===== config.mk =====
export PLATFORM = sky130hd
export DESIGN_NAME = flag_stack_register_flat
export DESIGN_NICKNAME = d
export VERILOG_FILES = /design/src/rtl/flag_stack_register_if.sv /design/src/rtl/flag_stack_register.sv /design/src/flat_wrapper.sv
export SDC_FILE = /design/constraint.sdc
export NUM_CORES = 1
export LEC_CHECK = 0
export ABC_AREA = 0
export CAP_MARGIN = 20
export CORE_MARGIN = 3
export CORE_UTILIZATION = 45
export DETAILED_ROUTE_END_ITERATION = 10
export PLACE_DENSITY = 0.72
export SLEW_MARGIN = 15
export SYNTH_ARGS = -nofsm -noshare
export SYNTH_HDL_FRONTEND = slang
export SYNTH_SLANG_ARGS = --single-unit

===== constraint.sdc =====
create_clock -name clk -period 2.1 [get_ports clk]
set_clock_uncertainty 0.2 [all_clocks]
set_input_delay 0.63 -clock clk [delete_from_list [all_inputs] [get_ports clk]]
set_output_delay 0.63 -clock clk [all_outputs]
set_load 0.01 [all_outputs]

===== src/rtl/flag_stack_register_if.sv =====
// flag_stack_register_if
//   Bundles the data/control signals of flag_stack_register.
//   master : interrupt/call controller + ALU side (drives flags_in,
//            flags_wen, push, pop; observes the flag/stack status)
//   slave  : the flag stack register itself
//   Parameters NFLAGS / DEPTH must match those of the attached register.
//   Optional macro FLAG_STACK_FWD_EN adds flags_fwd (next-edge flag value).
interface flag_stack_register_if #(
    parameter int NFLAGS = 3,
    parameter int DEPTH  = 4
);
    localparam int CW = $clog2(DEPTH + 1);

    logic [NFLAGS-1:0] flags_in;
    logic [NFLAGS-1:0] flags_wen;
    logic              push;
    logic              pop;
    logic [NFLAGS-1:0] flags;
    logic [CW-1:0]     count;
    logic              full;
    logic              empty;
    logic              ovf_err;
    logic              unf_err;
`ifdef FLAG_STACK_FWD_EN
    logic [NFLAGS-1:0] flags_fwd;
`endif

    modport master (
        output flags_in, flags_wen, push, pop,
        input  flags, count, full, empty, ovf_err, unf_err
`ifdef FLAG_STACK_FWD_EN
        , input flags_fwd
`endif
    );

    modport slave (
        input  flags_in, flags_wen, push, pop,
        output flags, count, full, empty, ovf_err, unf_err
`ifdef FLAG_STACK_FWD_EN
        , output flags_fwd
`endif
    );
endinterface


===== src/rtl/flag_stack_register.sv =====
// flag_stack_register
//   NFLAGS condition flags with per-flag write enables, plus a DEPTH-entry
//   LIFO save/restore stack used across interrupt entry/return and calls.
//   Ports:
//     clk  : rising-edge clock
//     rst  : asynchronous, active-low reset
//     bus  : flag_stack_register_if.slave
//            flags_in/flags_wen : masked flag write from the ALU
//            push/pop           : save / restore (both = exchange with top)
//            flags              : architectural flags (registered)
//            count/full/empty   : stack occupancy (registered)
//            ovf_err/unf_err    : sticky push-while-full / pop-while-empty
//   Optional macro FLAG_STACK_FWD_EN: drives bus.flags_fwd, the value flags
//   will take at the next edge, so a same-cycle branch needs no stall.
module flag_stack_register #(
    parameter int NFLAGS = 3,
    parameter int DEPTH  = 4
) (
    input  logic                  clk,
    input  logic                  rst,
    flag_stack_register_if.slave  bus
);
    localparam int CW = $clog2(DEPTH + 1);
    localparam int IW = (DEPTH > 1) ? $clog2(DEPTH) : 1;

    logic [NFLAGS-1:0] flags_r;
    logic [CW-1:0]     count_r;
    logic              full_r;
    logic              empty_r;
    logic              ovf_r;
    logic              unf_r;
    logic [NFLAGS-1:0] stack [DEPTH];

    logic [NFLAGS-1:0] masked_flags;
    logic [NFLAGS-1:0] flags_nx;
    logic [CW-1:0]     count_nx;
    logic              stk_we;
    logic [IW-1:0]     stk_idx;
    logic [IW-1:0]     top_idx;
    logic [IW-1:0]     push_idx;
    logic              ovf_set;
    logic              unf_set;

    always_comb begin
        top_idx      = IW'(count_r - CW'(1));
        push_idx     = IW'(count_r);
        masked_flags = (flags_r & ~bus.flags_wen) | (bus.flags_in & bus.flags_wen);

        flags_nx = masked_flags;
        count_nx = count_r;
        stk_we   = 1'b0;
        stk_idx  = push_idx;
        ovf_set  = 1'b0;
        unf_set  = 1'b0;

        if (bus.pop && !empty_r) begin
            // Restore wins over any flag write. With push also set this is
            // an exchange: the pre-edge flags take the top slot in place.
            flags_nx = stack[top_idx];
            stk_idx  = top_idx;
            if (bus.push) begin
                stk_we = 1'b1;
            end else begin
                count_nx = count_r - CW'(1);
            end
        end else if (bus.push) begin
            // Also covers push+pop on an empty stack (plain push, no unf_err).
            if (!full_r) begin
                stk_we   = 1'b1;
                count_nx = count_r + CW'(1);
            end else begin
                ovf_set = 1'b1;
            end
        end else if (bus.pop) begin
            unf_set = 1'b1;
        end
    end

    always_ff @(posedge clk or negedge rst) begin
        if (!rst) begin
            flags_r <= '0;
            count_r <= '0;
            full_r  <= 1'b0;
            empty_r <= 1'b1;
            ovf_r   <= 1'b0;
            unf_r   <= 1'b0;
            for (int unsigned i = 0; i < DEPTH; i++) begin
                stack[i] <= '0;
            end
        end else begin
            flags_r <= flags_nx;
            count_r <= count_nx;
            full_r  <= (count_nx == CW'(DEPTH));
            empty_r <= (count_nx == '0);
            if (stk_we) begin
                stack[stk_idx] <= flags_r;
            end
            if (ovf_set) begin
                ovf_r <= 1'b1;
            end
            if (unf_set) begin
                unf_r <= 1'b1;
            end
        end
    end

    assign bus.flags   = flags_r;
    assign bus.count   = count_r;
    assign bus.full    = full_r;
    assign bus.empty   = empty_r;
    assign bus.ovf_err = ovf_r;
    assign bus.unf_err = unf_r;
`ifdef FLAG_STACK_FWD_EN
    assign bus.flags_fwd = flags_nx;
`endif

endmodule


===== src/flat_wrapper.sv =====
// flat-port wrapper written by rule: the top's interface ports become plain ports
module flag_stack_register_flat 
#(
    parameter int NFLAGS = 3,
    parameter int DEPTH  = 4
)
  (clk, rst, bus_flags_in, bus_flags_wen, bus_push, bus_pop, bus_flags, bus_count, bus_full, bus_empty, bus_ovf_err, bus_unf_err);
  flag_stack_register_if #(.NFLAGS(NFLAGS), .DEPTH(DEPTH)) bus_i ();
  input  logic clk;
  input  logic rst;
  input wire logic [$bits(bus_i.flags_in)-1:0] bus_flags_in;
  input wire logic [$bits(bus_i.flags_wen)-1:0] bus_flags_wen;
  input wire logic [$bits(bus_i.push)-1:0] bus_push;
  input wire logic [$bits(bus_i.pop)-1:0] bus_pop;
  output wire logic [$bits(bus_i.flags)-1:0] bus_flags;
  output wire logic [$bits(bus_i.count)-1:0] bus_count;
  output wire logic [$bits(bus_i.full)-1:0] bus_full;
  output wire logic [$bits(bus_i.empty)-1:0] bus_empty;
  output wire logic [$bits(bus_i.ovf_err)-1:0] bus_ovf_err;
  output wire logic [$bits(bus_i.unf_err)-1:0] bus_unf_err;
  assign bus_i.flags_in = bus_flags_in;
  assign bus_i.flags_wen = bus_flags_wen;
  assign bus_i.push = bus_push;
  assign bus_i.pop = bus_pop;
  assign bus_flags = bus_i.flags;
  assign bus_count = bus_i.count;
  assign bus_full = bus_i.full;
  assign bus_empty = bus_i.empty;
  assign bus_ovf_err = bus_i.ovf_err;
  assign bus_unf_err = bus_i.unf_err;
  flag_stack_register #(.NFLAGS(NFLAGS), .DEPTH(DEPTH)) u_core (.clk(clk), .rst(rst), .bus(bus_i));
endmodule

==> summary.txt <==
Pwr
  – Power density over cell area: 1470 nW/um^2
  – Power share of the combinational group: 0.574
  – Clock network fraction of design power: 0.136
  – PnR Total Power: 2430 uW
  – Leakage: just under 0.0008 uW
  – Max IR drop VDD: approximately 1.2 mV
  – Portion of total power attributed to sequential cells: 0.291
  – Switching fraction of total power: 0.359
  – Int Power: 1560 uW
  – Switching Power: roughly 870 uW

GRT
  – Combined global-route utilization of all metal layers: 0.174
  – Wire length of the first global-routing pass: between 4000 and 5000 um
  – Number of global-route vias before repair: 914
  – Antenna violations before repair: 0
  – Maximum number of pins on one net before global-route repair: 23
  – Overflow left after global routing: 0

Clock network
  – Root Buffer Master: sky130_fd_sc_hd__clkbuf_4
  – Inserted Clock Buffers: 3
  – Clock transition at the register clock pins on the worst setup and hold paths after CTS: about 0.13 ns
  – CTS tree: yes
  – Maximum count of clock buffers along a single path: 2
  – Level count of the clock H-tree: 1
  – Clock latency on the worst-skew pair: 0.31 ns
  – Clk sink count: 22

Setup path
  – Critical Path Fanout Max: 4
  – Kind of cell with the highest combined delay on the critical path: buffers and inverters
  – Element type at the critical path start: input port
  – Critical path data required time: between 2 and 2.5 ns
  – CP bufs+invs: 2
  – Cell chain of the critical path: clkdlybuf4s50_1, buf_4, nand2b_2, nor4b_4, a31oi_4, mux2_2
  – Critical setup path kind: in -> reg
  – Arr. time, crit path: around 2.1 ns
  – Biggest cell delay along the critical path: 0.49 ns
  – Cell with the biggest individual delay on the critical path: sky130_fd_sc_hd__clkdlybuf4s50_1
  – Crit path capture type: flop

Status
  – Status: finished clean

Placed design
  – Count of input and output buffers: 19
  – HPWL Detailed: about 1800 um
  – Cell total after placement: 150
  – Final weighted congestion in routability-driven placement: 0.784

Timing
  – Top achievable clock speed: 0.490 GHz
  – Number of slew-limit violations in the final report: 0
  – Share of the cycle needed by the critical path after routing: 0.973
  – Slew at the pin closest to its max-slew limit: 0.321 ns
  – Final setup violation count: 0
  – Final critical delay including setup and external delays: just over 2 ns
  – Headroom to the max-slew limit: 0.784
  – Final hold violation count: 0

Layout
  – NumNets Final: 143
  – Share of cells above drive strength 1: 0.423
  – Area growth syn-to-layout: 36.0%
  – Number of antenna cells inserted: 0
  – Post-route insts no fill: 160

Logic synthesis
  – Count of distinct cell types in the synthesized netlist: 39
  – Number of nets in the synthesized netlist: 103
  – Number of enable flip-flop cells after synthesis: 0
  – Syn Area/Cell: 13.4 um^2
  – Post-synth ARST share: 1.00
  – Most common flop cell mapped by yosys: sky130_fd_sc_hd__dfrtp_1
  – Post-synth design cell area: 1210 um^2
  – Synthesis warning total: 0
  – Synthesized instance count: 91
  – Count of state elements after synthesis: 22
  – Register area share after synthesis: 0.454

Floorplan
  – Initial Util: 0.482
  – Core Footprint: 2520 um^2
  – Die Footprint: 3360 um^2
  – Height of the die: 58.0 um
  – Site row count: 18
  – Number of primary I/O pins: 20
  – Die width: 58.0 um

Detailed routing
  – Number of search-and-repair iterations in the first detailed-routing pass: 4
  – Routed wire per std cell: 16.3 um
  – Residual DRC count: 0
  – Post-DR vias/cell: 5.49
  – Routed met2 length: around 1200 um
  – Via total after detailed routing: 878
  – Number of DRC markers in iteration 0: 36
  – Routed length on met3: 109 um
  – Met1 Routed Length: 1190 um
  – Top routing layer used: met4
  – Wirelength, routed: 2610 um
  – Remaining number of nets flagged by the antenna check after routing: 0

Hold path
  – Hold crit path type: reg -> reg

Job
  – Number of max-cap violations: 0
==> power by group through the flow <==
stage | clock [uW] | sequential, uW | combinational (uW)
after global placement | 0 | 741 | 1220
after detailed placement | 0 | 751 | 1240
after CTS | 338 | 709 | 1370
after global routing | 353 | 726 | 1510
after floorplan | 0 | 779 | 761
final | 330 | 707 | 1400
==> through the flow <==
stage / setup TNS (ns) / cell area (um^2) / utilization / hold WS (ns) / setup WS (ns)
floorplan: 0 / 1220 / - / 0.134 / 0.0331
global placement: -2.99 / 1520 / 0.602 / 0.260 / -0.237
detailed placement: -3.29 / 1520 / 0.602 / 0.257 / -0.263
CTS: 0 / 1620 / 0.643 / 0.287 / 0.0121
global route: -0.000457 / 1650 / 0.655 / 0.323 / -0.000457
finish: 0 / 1650 / 0.655 / 0.278 / 0.0577
==> logic make-up after synthesis <==
logic type,after synthesis,synth area share
adders and majority gates,2,0.0206
buffers and inverters,7,0.0381
AOI/OAI and AO/OA,17,0.132
muxes,19,0.200
xor gates and xnor gates,2,0.0206
and+or+nand+nor,22,0.135
DFF,22,0.454
==> layer usage <==
| layer | vias up | track usage |
|---|---|---|
| li1 | 410 | - |
| met1 | 438 | 0.219 |
| met2 | 22 | 0.285 |
| met3 | 8 | 0.0490 |
| met4 | 0 | 0.0629 |
| met5 | - | 0 |
==> layout by cell type (no fill, tap or decap), types with 4 or more instances in the layout <==
| cell | instances |
|---|---|
| sky130_fd_sc_hd__mux2i_1 | 4 |
| sky130_fd_sc_hd__buf_4 | 20 |
| sky130_fd_sc_hd__clkdlybuf4s50_1 | 11 |
| sky130_fd_sc_hd__nand2_1 | 7 |
| sky130_fd_sc_hd__dfrtp_1 | 20 |
| sky130_fd_sc_hd__nor2_1 | 5 |
| sky130_fd_sc_hd__dlymetal6s2s_1 | 5 |
| sky130_fd_sc_hd__mux2_2 | 11 |
==> path summary, 6_finish.rpt <==
path	slack (ns)	depth (start not counted)	from	endpoint
worst max-delay path	0.06	6	bus_pop	u_core.stack[1]
worst min-delay path	0.28	1	u_core.bus.ovf_err	u_core.bus.ovf_err
worst max register to register	0.06	7	u_core.bus.count[0]	u_core.stack[10]
worst min register to register	0.28	1	u_core.bus.ovf_err	u_core.bus.ovf_err
max in group asynchronous	0.98	2	rst	u_core.bus.empty
min in group asynchronous	0.45	2	rst	u_core.bus.count[2]
==> synthesized netlist by cell type, types with 2 or more instances <==
cell type / count / area share
sky130_fd_sc_hd__o31ai_1: 2 / 0.012
sky130_fd_sc_hd__mux2i_1: 4 / 0.033
sky130_fd_sc_hd__ha_1: 2 / 0.021
sky130_fd_sc_hd__mux2_2: 11 / 0.10
sky130_fd_sc_hd__nor2_1: 5 / 0.015
sky130_fd_sc_hd__o21ai_0: 3 / 0.012
sky130_fd_sc_hd__dfrtp_1: 21 / 0.43
sky130_fd_sc_hd__buf_4: 2 / 0.012
sky130_fd_sc_hd__nand2_1: 7 / 0.022
sky130_fd_sc_hd__mux4_2: 3 / 0.056
sky130_fd_sc_hd__a21oi_1: 2 / 0.0082
sky130_fd_sc_hd__buf_2: 2 / 0.0082
==> layout make-up <==
class,instances,area [um^2]
multi-input combinational,62,638
clock buffer,3,22.5
inverter,2,7.51
sequential,22,553
fill,207,870
timing repair buffer,40,364
tap,30,37.5
clock inverter,1,30.0
==> repair_timing <==
action                     CTS  global route
pin swaps                    1             0
buffers inserted             6             0
setup endpoints to repair    7            16
hold buffers                 0             0
resized for setup            6             7
==> worst register-to-register path, stage by stage (launching register included) <==
cell and delay (ns):
sky130_fd_sc_hd__dfrtp_1 0.43, sky130_fd_sc_hd__buf_4 0.14, sky130_fd_sc_hd__inv_1 0.10, sky130_fd_sc_hd__ha_4 0.25
sky130_fd_sc_hd__nand4b_1 0.18, sky130_fd_sc_hd__o41ai_2 0.11, sky130_fd_sc_hd__nand2_1 0.18, sky130_fd_sc_hd__mux2_2 0.35
Power figures use the tool's default switching activity.
